==> src/rtl/irq_ctrl.sv <==
// Interrupt controller: edge-latched pending sources, mask, global enable, lowest-index priority, fixed-length CPU pulse.
// Register port answers one cycle after the request; pulses launch only while the CPU is not stalled on memory.
module irq_ctrl #(
    parameter int NUM_SRC   = 8,
    parameter int PULSE_LEN = 3
) (
    input  logic               clk,
    input  logic               rst,
    input  logic [NUM_SRC-1:0] irq_src,
    input  logic               cpu_wait_for_mem,
    output logic               interrupt,
    input  logic               reg_req,
    input  logic               reg_we,
    input  logic [1:0]         reg_addr,
    input  logic [31:0]        reg_wdata,
    output logic [31:0]        reg_rdata,
    output logic               reg_ack
);

    localparam int CW  = $clog2(PULSE_LEN + 1);
    localparam int PAD = 32 - NUM_SRC;

    localparam logic [1:0] A_PENDING = 2'd0;
    localparam logic [1:0] A_MASK    = 2'd1;
    localparam logic [1:0] A_CAUSE   = 2'd2;
    localparam logic [1:0] A_CTRL    = 2'd3;

    typedef enum logic [1:0] {
        ST_IDLE  = 2'd0,
        ST_PULSE = 2'd1,
        ST_SVC   = 2'd2
    } state_t;

    state_t              r_state;
    logic [CW-1:0]       r_cnt;
    logic [4:0]          r_cause;
    logic [NUM_SRC-1:0]  r_prev;
    logic [NUM_SRC-1:0]  r_pending;
    logic [NUM_SRC-1:0]  r_mask;
    logic                r_enable;
    logic                r_interrupt;
    logic                r_ack;
    logic [31:0]         r_rdata;

    state_t              w_state_nxt;
    logic [CW-1:0]       w_cnt_nxt;
    logic [4:0]          w_cause_nxt;
    logic [NUM_SRC-1:0]  w_rise;
    logic [NUM_SRC-1:0]  w_active;
    logic                w_any;
    logic [4:0]          w_low_idx;
    logic [31:0]         w_pend32;
    logic [31:0]         w_mask32;
    logic [31:0]         w_cause_reg;
    logic [31:0]         w_rd_dat;
    logic                w_wr;
    logic [NUM_SRC-1:0]  w_wr_bits;
    logic [NUM_SRC-1:0]  w_clr;
    logic                w_unused;

    assign w_rise    = irq_src & ~r_prev;
    assign w_active  = r_pending & r_mask;
    assign w_any     = |w_active;
    assign w_pend32  = {{PAD{1'b0}}, r_pending};
    assign w_mask32  = {{PAD{1'b0}}, r_mask};
    assign w_wr      = reg_req & reg_we;
    assign w_wr_bits = reg_wdata[NUM_SRC-1:0];
    assign w_clr     = (w_wr && (reg_addr == A_PENDING)) ? w_wr_bits : '0;
    assign w_unused  = &{1'b0, reg_wdata[31:NUM_SRC]};

    // Scan from the top so the lowest set index is the one left standing.
    always_comb begin
        w_low_idx = '0;
        for (int i = NUM_SRC - 1; i >= 0; i--) begin
            if (w_active[i]) begin
                w_low_idx = 5'(i);
            end
        end
    end

    assign w_cause_reg = {w_any, 26'd0, w_low_idx};

    always_comb begin
        w_rd_dat = '0;
        case (reg_addr)
            A_PENDING: w_rd_dat = w_pend32;
            A_MASK:    w_rd_dat = w_mask32;
            A_CAUSE:   w_rd_dat = w_cause_reg;
            A_CTRL:    w_rd_dat = {31'd0, r_enable};
            default:   w_rd_dat = '0;
        endcase
    end

    always_comb begin
        w_state_nxt = r_state;
        w_cnt_nxt   = r_cnt;
        w_cause_nxt = r_cause;
        case (r_state)
            ST_IDLE: begin
                if (r_enable && w_any && !cpu_wait_for_mem) begin
                    w_state_nxt = ST_PULSE;
                    w_cnt_nxt   = CW'(PULSE_LEN);
                    w_cause_nxt = w_low_idx;
                end
            end
            ST_PULSE: begin
                w_cnt_nxt = r_cnt - CW'(1);
                if (r_cnt == CW'(1)) begin
                    w_state_nxt = ST_SVC;
                end
            end
            ST_SVC: begin
                // Leave once the latched source is acknowledged, masked off, or globally disabled.
                if (!w_pend32[r_cause] || !w_mask32[r_cause] || !r_enable) begin
                    w_state_nxt = ST_IDLE;
                end
            end
            default: begin
                w_state_nxt = ST_IDLE;
            end
        endcase
    end

    always_ff @(posedge clk) begin
        if (rst) begin
            r_state     <= ST_IDLE;
            r_cnt       <= '0;
            r_cause     <= '0;
            r_prev      <= '0;
            r_pending   <= '0;
            r_mask      <= '0;
            r_enable    <= 1'b0;
            r_interrupt <= 1'b0;
            r_ack       <= 1'b0;
            r_rdata     <= '0;
        end else begin
            r_prev    <= irq_src;
            // A fresh rise wins over a same-cycle clear of that bit.
            r_pending <= (r_pending & ~w_clr) | w_rise;
            if (w_wr && (reg_addr == A_MASK)) begin
                r_mask <= w_wr_bits;
            end
            if (w_wr && (reg_addr == A_CTRL)) begin
                r_enable <= reg_wdata[0];
            end
            r_ack       <= reg_req;
            r_rdata     <= (reg_req && !reg_we) ? w_rd_dat : '0;
            r_state     <= w_state_nxt;
            r_cnt       <= w_cnt_nxt;
            r_cause     <= w_cause_nxt;
            r_interrupt <= (w_state_nxt == ST_PULSE);
        end
    end

    assign interrupt = r_interrupt;
    assign reg_ack   = r_ack;
    assign reg_rdata = r_rdata;

endmodule

==> config.mk <==
export PLATFORM = sky130hd
export DESIGN_NAME = irq_ctrl
export DESIGN_NICKNAME = d
export VERILOG_FILES = /design/src/rtl/irq_ctrl.sv
export SDC_FILE = /design/constraint.sdc
export NUM_CORES = 1
export LEC_CHECK = 0
export ABC_CLOCK_PERIOD_IN_PS = 2300
export BUFFER_PORTS_ARGS = -buffer_cell sky130_fd_sc_hd__buf_2
export CAP_MARGIN = 10
export CORE_ASPECT_RATIO = 0.5
export CORE_UTILIZATION = 51
export DETAILED_ROUTE_END_ITERATION = 10
export PLACE_DENSITY = 0.85
export SETUP_SLACK_MARGIN = 0.2
export SLEW_MARGIN = 25
export SYNTH_ARGS = -nofsm -noshare
export SYNTH_HDL_FRONTEND = slang
export SYNTH_SLANG_ARGS = --single-unit
==> constraint.sdc <==
create_clock -name clk -period 2.3 [get_ports clk]
set_input_delay 0.23 -clock clk [delete_from_list [all_inputs] [get_ports clk]]
set_output_delay 0.23 -clock clk [all_outputs]
set_load 0.02 [all_outputs]
Word-level counts from Yosys, hierarchy flattened
Index checks and enable logic that the tools add are counted.
- output and inout bits: 34
- input port bits: 47
- register bits: 68
- muxes and demuxes: 20
- reduce and logical (&&, ||, !) cells: 20
- bitwise logic cells: 8
- equality and inequality tests: 8
- $lt $le $gt $ge: 1
- add/subtract/negate cells: 1
- operators with widths (cell ; number):
    case mux 32 bit (4 select lines) ; 1
    two-way mux 5 bit ; 6
    AND 8 bit ; 3
    NOT 8 bit ; 2
    binary-select mux 1 bit (select 5 bit) ; 2
    == test 2 x 1 -> 1 bit, second input constant ; 4
    two-way mux 2 bit ; 4
    two-way mux 8 bit ; 1
    bitwise OR 8 bit ; 1
    OR reduction 8 bit ; 1
    == test 2 bit, second input constant ; 3
    logical AND 1 bit ; 6
    < comparator 5 x 6 -> 1 bit, second input constant ; 1
    two-way mux 3 bit ; 2
    case mux 2 bit (3 select lines) ; 1
    zero test 1 bit ; 5
    zero test 2 bit ; 2
    case mux 2 bit (2 select lines) ; 1
    AND reduction 2 bit ; 2
    logical OR 1 bit ; 2
    two-way mux 1 bit ; 2
    != test 2 bit, second input constant ; 1
    nonzero test 2 bit ; 1
    OR reduction 2 bit ; 1
    other kinds (3) ; 3

Depth between registers and ports, before layout
Gate-level depths: netlist (run 1).
- depth in word-level cells: 10
- depth in mapped cells: 6
- mapped depth without buffers: 5

Worst setup path after synthesis (run 1)
OpenSTA, ideal clock, no wires.
- path type: flip-flop to flip-flop
- from: register r_state[0]
- to: register r_cause[2]
- cell stages (with the launch flop): 4
- required time: 2213 ps
- clock period less this slack: 1484 ps
- path buffers: 0
- path slack: 816 ps
- arrival time: 1396 ps
- path through: dfxtp_1 > or4b_4 > or4b_1 > o31ai_1
- longest elaborated chain between the ends: 2
- ends and longest elaborated chain (item ; line ; RTL):
    start: declaration ; 34 ; state_t r_state;
    start signal: assignment ; 148 ; r_state <= w_state_nxt;
    zero test 2 bit ; 98 ; case (r_state)
    AND reduction 2 bit (no source line) ; -- ;
    end signal: assignment ; 150 ; r_cause <= w_cause_nxt;
    end: declaration ; 36 ; logic [4:0] r_cause;
Every way passes these cells.
A chain may end at the register's enable or synchronous reset.

Worst setup path after layout (run 1)
- from: register r_pending[1]
- to: register r_cause[2]
- longest elaborated chain between the ends: 5
- elaborated cells on any way between the ends: 7
- ends and longest elaborated chain (item ; line ; RTL):
    start: declaration ; 38 ; logic [NUM_SRC-1:0] r_pending;
    start signal: assignment ; 139 ; r_pending <= (r_pending & ~w_clr) | w_rise;
    AND 8 bit (*) ; 62 ; assign w_active = r_pending & r_mask;
    OR reduction 8 bit ; 63 ; assign w_any = |w_active;
    logical AND 1 bit (2 in series) ; 100 ; if (r_enable && w_any && !cpu_wait_for_mem) begin
    AND reduction 2 bit (no source line) ; -- ;
Mark *: on every way between the ends. The rest lies on a longest branch, timed or not.

==> results of run 1 <==
## flip-flops by register name (all words and copies together), names as in the netlist
register,cells
interrupt,1
r_state,2
reg_rdata,9
r_pending,8
reg_ack,1
r_cause,3
r_prev,8
r_mask,8
r_enable,1
r_cnt,2
## placed cells by master (no fill, tap or decap), types with 2 or more instances in the layout
cell type	instances
dfxtp_1	43
nand2_1	33
buf_2	33
conb_1	23
nor2b_1	22
nor2_1	21
a21oi_1	18
mux2i_1	9
clkbuf_8	7
o21ai_0	5
nand3_1	5
nor3_1	5
inv_1	4
a22oi_1	4
a2bb2oi_1	2
a32oi_1	2
## how the worst max path moves through the flow
stage / from / endpoint / slack, ns / cells past startpoint
after CTS: r_pending[1] / r_cause[2] / 0.64 / 4
final: r_pending[1] / r_cause[2] / 0.61 / 4
after detailed placement: r_pending[1] / r_cause[2] / 0.68 / 4
after floorplan: r_state[0] / r_cause[2] / 0.82 / 3
after global placement: rst / reg_rdata[3] / 0.71 / 4
after global routing: r_pending[1] / r_cause[2] / 0.52 / 4
## cells in the mapped netlist, drive strengths merged, types with 2 or more instances
cell type | count | area (um^2)
mux2i | 9 | 90.1
nand3 | 5 | 25.0
o21ai | 5 | 25.0
a21oi | 18 | 90.1
clkbuf | 7 | 26.3
or2 | 2 | 12.5
or4b | 2 | 23.8
a211oi | 2 | 20.0
inv | 4 | 15.0
nor3 | 5 | 25.0
dfxtp | 43 | 861
a2bb2oi | 2 | 17.5
nor2 | 21 | 78.8
a32oi | 2 | 17.5
a22oi | 4 | 30.0
buf | 24 | 178
nor2b | 22 | 138
nand2 | 33 | 124
a41oi | 2 | 36.3
## per-layer routing
layer | vias to the layer above | global-route usage (%) | share of wire [%]
li1 | 784 | - | -
met2 | 80 | 30.5 | 43
met3 | 5 | 5.50 | 11
met1 | 706 | 24.9 | 46
met4 | 0 | 6.45 | 0.64
met5 | - | 0 | 0
## final cells by class
cell class	count	area, um^2
repair buffers	34	173
well taps	51	63.8
fillers	306	1380
clock buffers	8	100
flip-flops and latches	43	861
inverters	4	15.0
multi-input cells	171	976
## report_power, final
group,switching [uW],leakage [uW],internal [uW]
Combinational,88.7,0.000516,45.8
Clock,243,0.0000515,274
Sequential,21.9,0.000352,768
## critical path, delay by kind of cell, from the launching register on
kind / cells / cell delay (ns)
flip-flops: 1 / 0.36
AND/OR/NAND/NOR: 2 / 0.68
AO/OA/AOI/OAI: 2 / 0.58
## metrics by stage
| step | total power (uW) | utilization, % | worst slack [ns] | area (um^2) |
|---|---|---|---|---|
| floorplan | 929 | - | 0.816 | 2060 |
| global placement | 935 | 58.6 | 0.715 | 2090 |
| detailed placement | 939 | 58.6 | 0.680 | 2090 |
| CTS | 1450 | 61.4 | 0.644 | 2190 |
| global route | 1500 | 61.4 | 0.520 | 2190 |
| finish | 1440 | 61.4 | 0.611 | 2190 |
## cells by family (layout without fill, tap and decap cells)
family	count (synthesis)	after routing	share of synthesized area [%]
compound gates	41	41	14.5
fa+ha+maj	1	1	0.634
buf+inv	35	46	11.1
flops	43	43	43.6
mux	10	10	5.71
other cells	1	23	0.190
simple gates	96	96	24.2
==> impl_metrics.tcl, run 1 <==
set metrics [dict create \
    drt-initial-drc-count 108 \
    rsz0062_at_grt "false" \
    floorplan.rows 15 \
    tightest_slew_ns 0.658 \
    path_cells "a22oi_1 -> nand2_1 -> or4b_1 -> o31ai_1" \
    viasPerCell 5.06 \
    clock_latency_ns 0.29 \
    critPathKind "flop to flop" \
    vias 1575 \
    synthCells 227 \
    wl_um 3770 \
    place_congestion 0.906 \
    clockBufferDepth 2 \
    grt_pass1_vias 1312 \
    cts.sinks 43 \
    critPathCaptureType "flop" \
    overflow 0 \
    die_x_um 90.0 \
    die_y_um 46.0 \
    cts_tree "done" \
    crit_slowest_cell "or4b_1" \
    ys_types 39 \
    numCtsBuffers 5 \
    synth_edf_count 0 \
    drive_gt1_share_pct 18.1 \
    grt_pass1_wl_um 5970 \
    cts_setup_buffers 0 \
    status "finished, final reports clean" \
    nets 307 \
    pin_count 81 \
    grt_start_max_net_pins 38 \
    regToRegEndpoint "r_cause[2]" \
    min_path_type "primary input to flop" \
    syn_to_final_growth_pct 10.9 \
    post-route-drc-count 0 \
    floorplan.initialDensity_pct 55.3 \
    setup_viol 0 \
    htreeDepth 2 \
    n_antenna_cell 0 \
    period_needed_ns 1.69 \
    ant_nets 0 \
    worstPathRequired_ns 2.52 \
    antenna_found_initial 0 \
    cts_resized 0 \
    powerDensity_nw_per_um2 659 \
    cp_data_arrival_time_ns 1.90 \
    synth_ff_type "dfxtp_1" \
    drv_cap 0 \
    hold_viol 0 \
    r2r_slack_ns 0.61 \
    syn_area_per_cell_um2 8.69 \
    r2r-start "r_pending[1]" \
    clock.fmax_mhz 592 \
    final_cells 311 \
    core_um2 3570 \
    slowest_delay_ns 0.51 \
    drt-pass1-iter-count 4 \
    p_leak_uw 0.000919 \
    min_to "r_prev[2]" \
    start_kind "flop" \
    track_usage_pct 18.9 \
    relSlewSlack_pct 56.1 \
    cts_hold_buf 0 \
    drv_slew 0 \
    synth_seq_area_share_pct 43.6 \
    cts_root_buf "clkbuf_8" \
    yosysWarningCount 0 \
    ys_ff_latch 43 \
    dp_hpwl_um 2710 \
    clock_skew_ns 0.00703 \
    ir_drop_mv 0.264 \
    min_path_cells 2 \
    setup_tns_ns 0 \
    hold_slack_ns 0.159 \
    die_area_um2 4140 \
    dp_cells 303 \
    synthArstFlopShare_pct 0 \
    synthesis.area_um2 1970 \
    fin_crit_sh_pct 73.4 \
    clk_pin_slew_ns 0.08 \
    wire_per_inst_um 12.1 \
    port_buffers 33 \
    worstRegToRegCells 4 \
    crit_fanout 5 \
    worstHoldStart "irq_src[2]" \
]
No activity file was read; power rests on OpenSTA's default activity.
==> run 2, diff against run 1 <==
- ABC_AREA: default -> 1
- ABC_CLOCK_PERIOD_IN_PS: 2300 -> 1680
- CORE_UTILIZATION: 51 -> 47
- PLACE_DENSITY: 0.85 -> 0.8
- clock period: 2.3 -> 1.68 ns (I/O delays scaled with it)
==> impl_metrics.tcl, run 2 <==
set metrics [dict create \
    pin_count 81 \
    clock_latency_ns 0.29 \
    yosysMostFrequentCell "nor2_1" \
    grt_start_max_net_pins 21 \
    powerDensity_nw_per_um2 1020 \
    overflow 0 \
    crit_fanout 7 \
    wire_per_inst_um 11.2 \
    die_area_um2 4360 \
    worstHoldStart "irq_src[5]" \
    drive_gt1_share_pct 16.7 \
    ir_drop_mv 0.555 \
    final_common_cell "nor2_1" \
    synthCells 267 \
    min_path_type "primary input to flop" \
    grt_pass1_vias 1445 \
    drv_slew 0 \
    drv_cap 0 \
    synthesis.area_um2 1920 \
    wl_um 3990 \
    drt-initial-drc-count 138 \
    largest_reg_flops 9 \
    p_leak_uw 0.00108 \
    syn_area_per_cell_um2 7.19 \
    cts_root_buf "clkbuf_8" \
    dp_hpwl_um 2960 \
    synth.top_cell.area_share_pct 44.8 \
    start_kind "flop" \
    critPathCaptureType "flop" \
    ys_types 24 \
    port_buffers 33 \
    cts_tree "done" \
    clock.fmax_mhz 735 \
    cts_resized 0 \
    synthArstFlopShare_pct 0 \
    status "finished, final reports clean" \
    ys_ff_latch 43 \
    floorplan.initialDensity_pct 52.5 \
    numCtsBuffers 5 \
    clockBufferDepth 2 \
    die_x_um 92.4 \
    fin_crit_sh_pct 80.9 \
    place_congestion 0.897 \
    min_path_cells 3 \
    cts_setup_buffers 0 \
    n_antenna_cell 0 \
    setup_slack_ns 0.320 \
    cts_hold_buf 0 \
    core_um2 3660 \
    clock_skew_ns 0.00444 \
    drt-pass1-iter-count 4 \
    track_usage_pct 19.3 \
    syn_to_final_growth_pct 14.3 \
    setup_tns_ns 0 \
    nets 352 \
    dp_slack_ns 0.284 \
    period_needed_ns 1.36 \
    ys_top_cells_by_area "dfxtp_1, nor2_1, nand2_1, buf_4, a21oi_1" \
    critPathKind "flop to flop" \
    synth_common_cells "nor2_1, nand2_1, dfxtp_1" \
    die_y_um 47.2 \
    cp_data_arrival_time_ns 1.54 \
    setup_viol 0 \
    final_cells 356 \
    grt_pass1_wl_um 6330 \
    yosysWarningCount 0 \
    synth_largest_area_cell "dfxtp_1" \
    r2r-start "r_pending[6]" \
    antenna_found_initial 0 \
    viasPerCell 4.88 \
    synth_ff_type "dfxtp_1" \
    synth_seq_area_share_pct 44.8 \
    synth_edf_count 0 \
    final_cell_mix "nor2_1, nand2_1, dfxtp_1, buf_2" \
    cts.sinks 43 \
    p_total_uw 2230 \
    critPathLaunch "r_pending[6]" \
    ant_nets 0 \
    htreeDepth 2 \
    rsz0062_at_grt "false" \
    clk_pin_slew_ns 0.08 \
    dp_cells 348 \
    hold_viol 0 \
    worstPathRequired_ns 1.86 \
    worstRegToRegCells 8 \
    post-route-drc-count 0 \
    vias 1736 \
    floorplan.rows 15 \
]
run 2: cell count changes after synthesis, sizes merged, moves of 3 or more:
cell,previous run,this run
nor2b,22,0
clkbuf,7,3
a22oi,4,0
nand2,33,51
inv,4,26
o211ai,0,3
o21ai,5,12
mux2i,9,0
nor2,21,55
nand3,5,16
run 2: critical path, stage by stage, from the launching register on:
cell and delay [ns]:
dfxtp_1 0.35, nand2_1 0.13, nand2_1 0.09, nor2_2 0.15, nand2_1 0.10, nand2_2 0.14
inv_1 0.07, nor2_1 0.15, nor2_1 0.06
run 2: layout make-up:
| type | count | area, um^2 |
|---|---|---|
| inverters | 27 | 101 |
| multi-input cells | 192 | 857 |
| well taps | 51 | 63.8 |
| fillers | 339 | 1460 |
| clock buffers | 6 | 72.6 |
| repair buffers | 35 | 180 |
| flip-flops and latches | 43 | 861 |
| clock inverters | 2 | 60.1 |
run 2: metrics by stage:
stage               util, %  hold slack [ns]  instance area [um^2]
floorplan                 -            0.237                  2000
global placement       56.2            0.381                  2060
detailed placement     56.2            0.388                  2060
CTS                    59.9           0.0810                  2190
global route           60.0           0.0909                  2200
finish                 60.0           0.0781                  2200
run 2: kinds of logic (layout without fill, tap and decap cells):
family | after synthesis | count (layout) | synth area share [%]
buf+inv | 54 | 70 | 15.1
other cells | 1 | 23 | 0.195
compound gates | 38 | 38 | 10.6
simple gates | 130 | 130 | 28.6
flops | 43 | 43 | 44.8
fa+ha+maj | 1 | 1 | 0.651
run 2: worst paths after layout:
path	to	slack [ns]
setup reg to reg	interrupt	0.32
hold / removal	r_prev[5]	0.08
hold reg to reg	reg_rdata[7]	0.49
setup / recovery	interrupt	0.32
run 2: power breakdown:
part	switching, uW	internal (uW)	total, uW
registers	26.6	1060	1080
clock network	350	594	944
logic	145	59.7	205
total	522	1710	2230
run 2: per-layer routing:
layer | vias to the layer above | track usage, % | part of all wire, %
met5 | - | 0 | 0
met4 | 0 | 9.06 | 1.4
met3 | 8 | 4.85 | 8.6
met2 | 83 | 30.5 | 43
met1 | 768 | 25.7 | 47
li1 | 877 | - | -
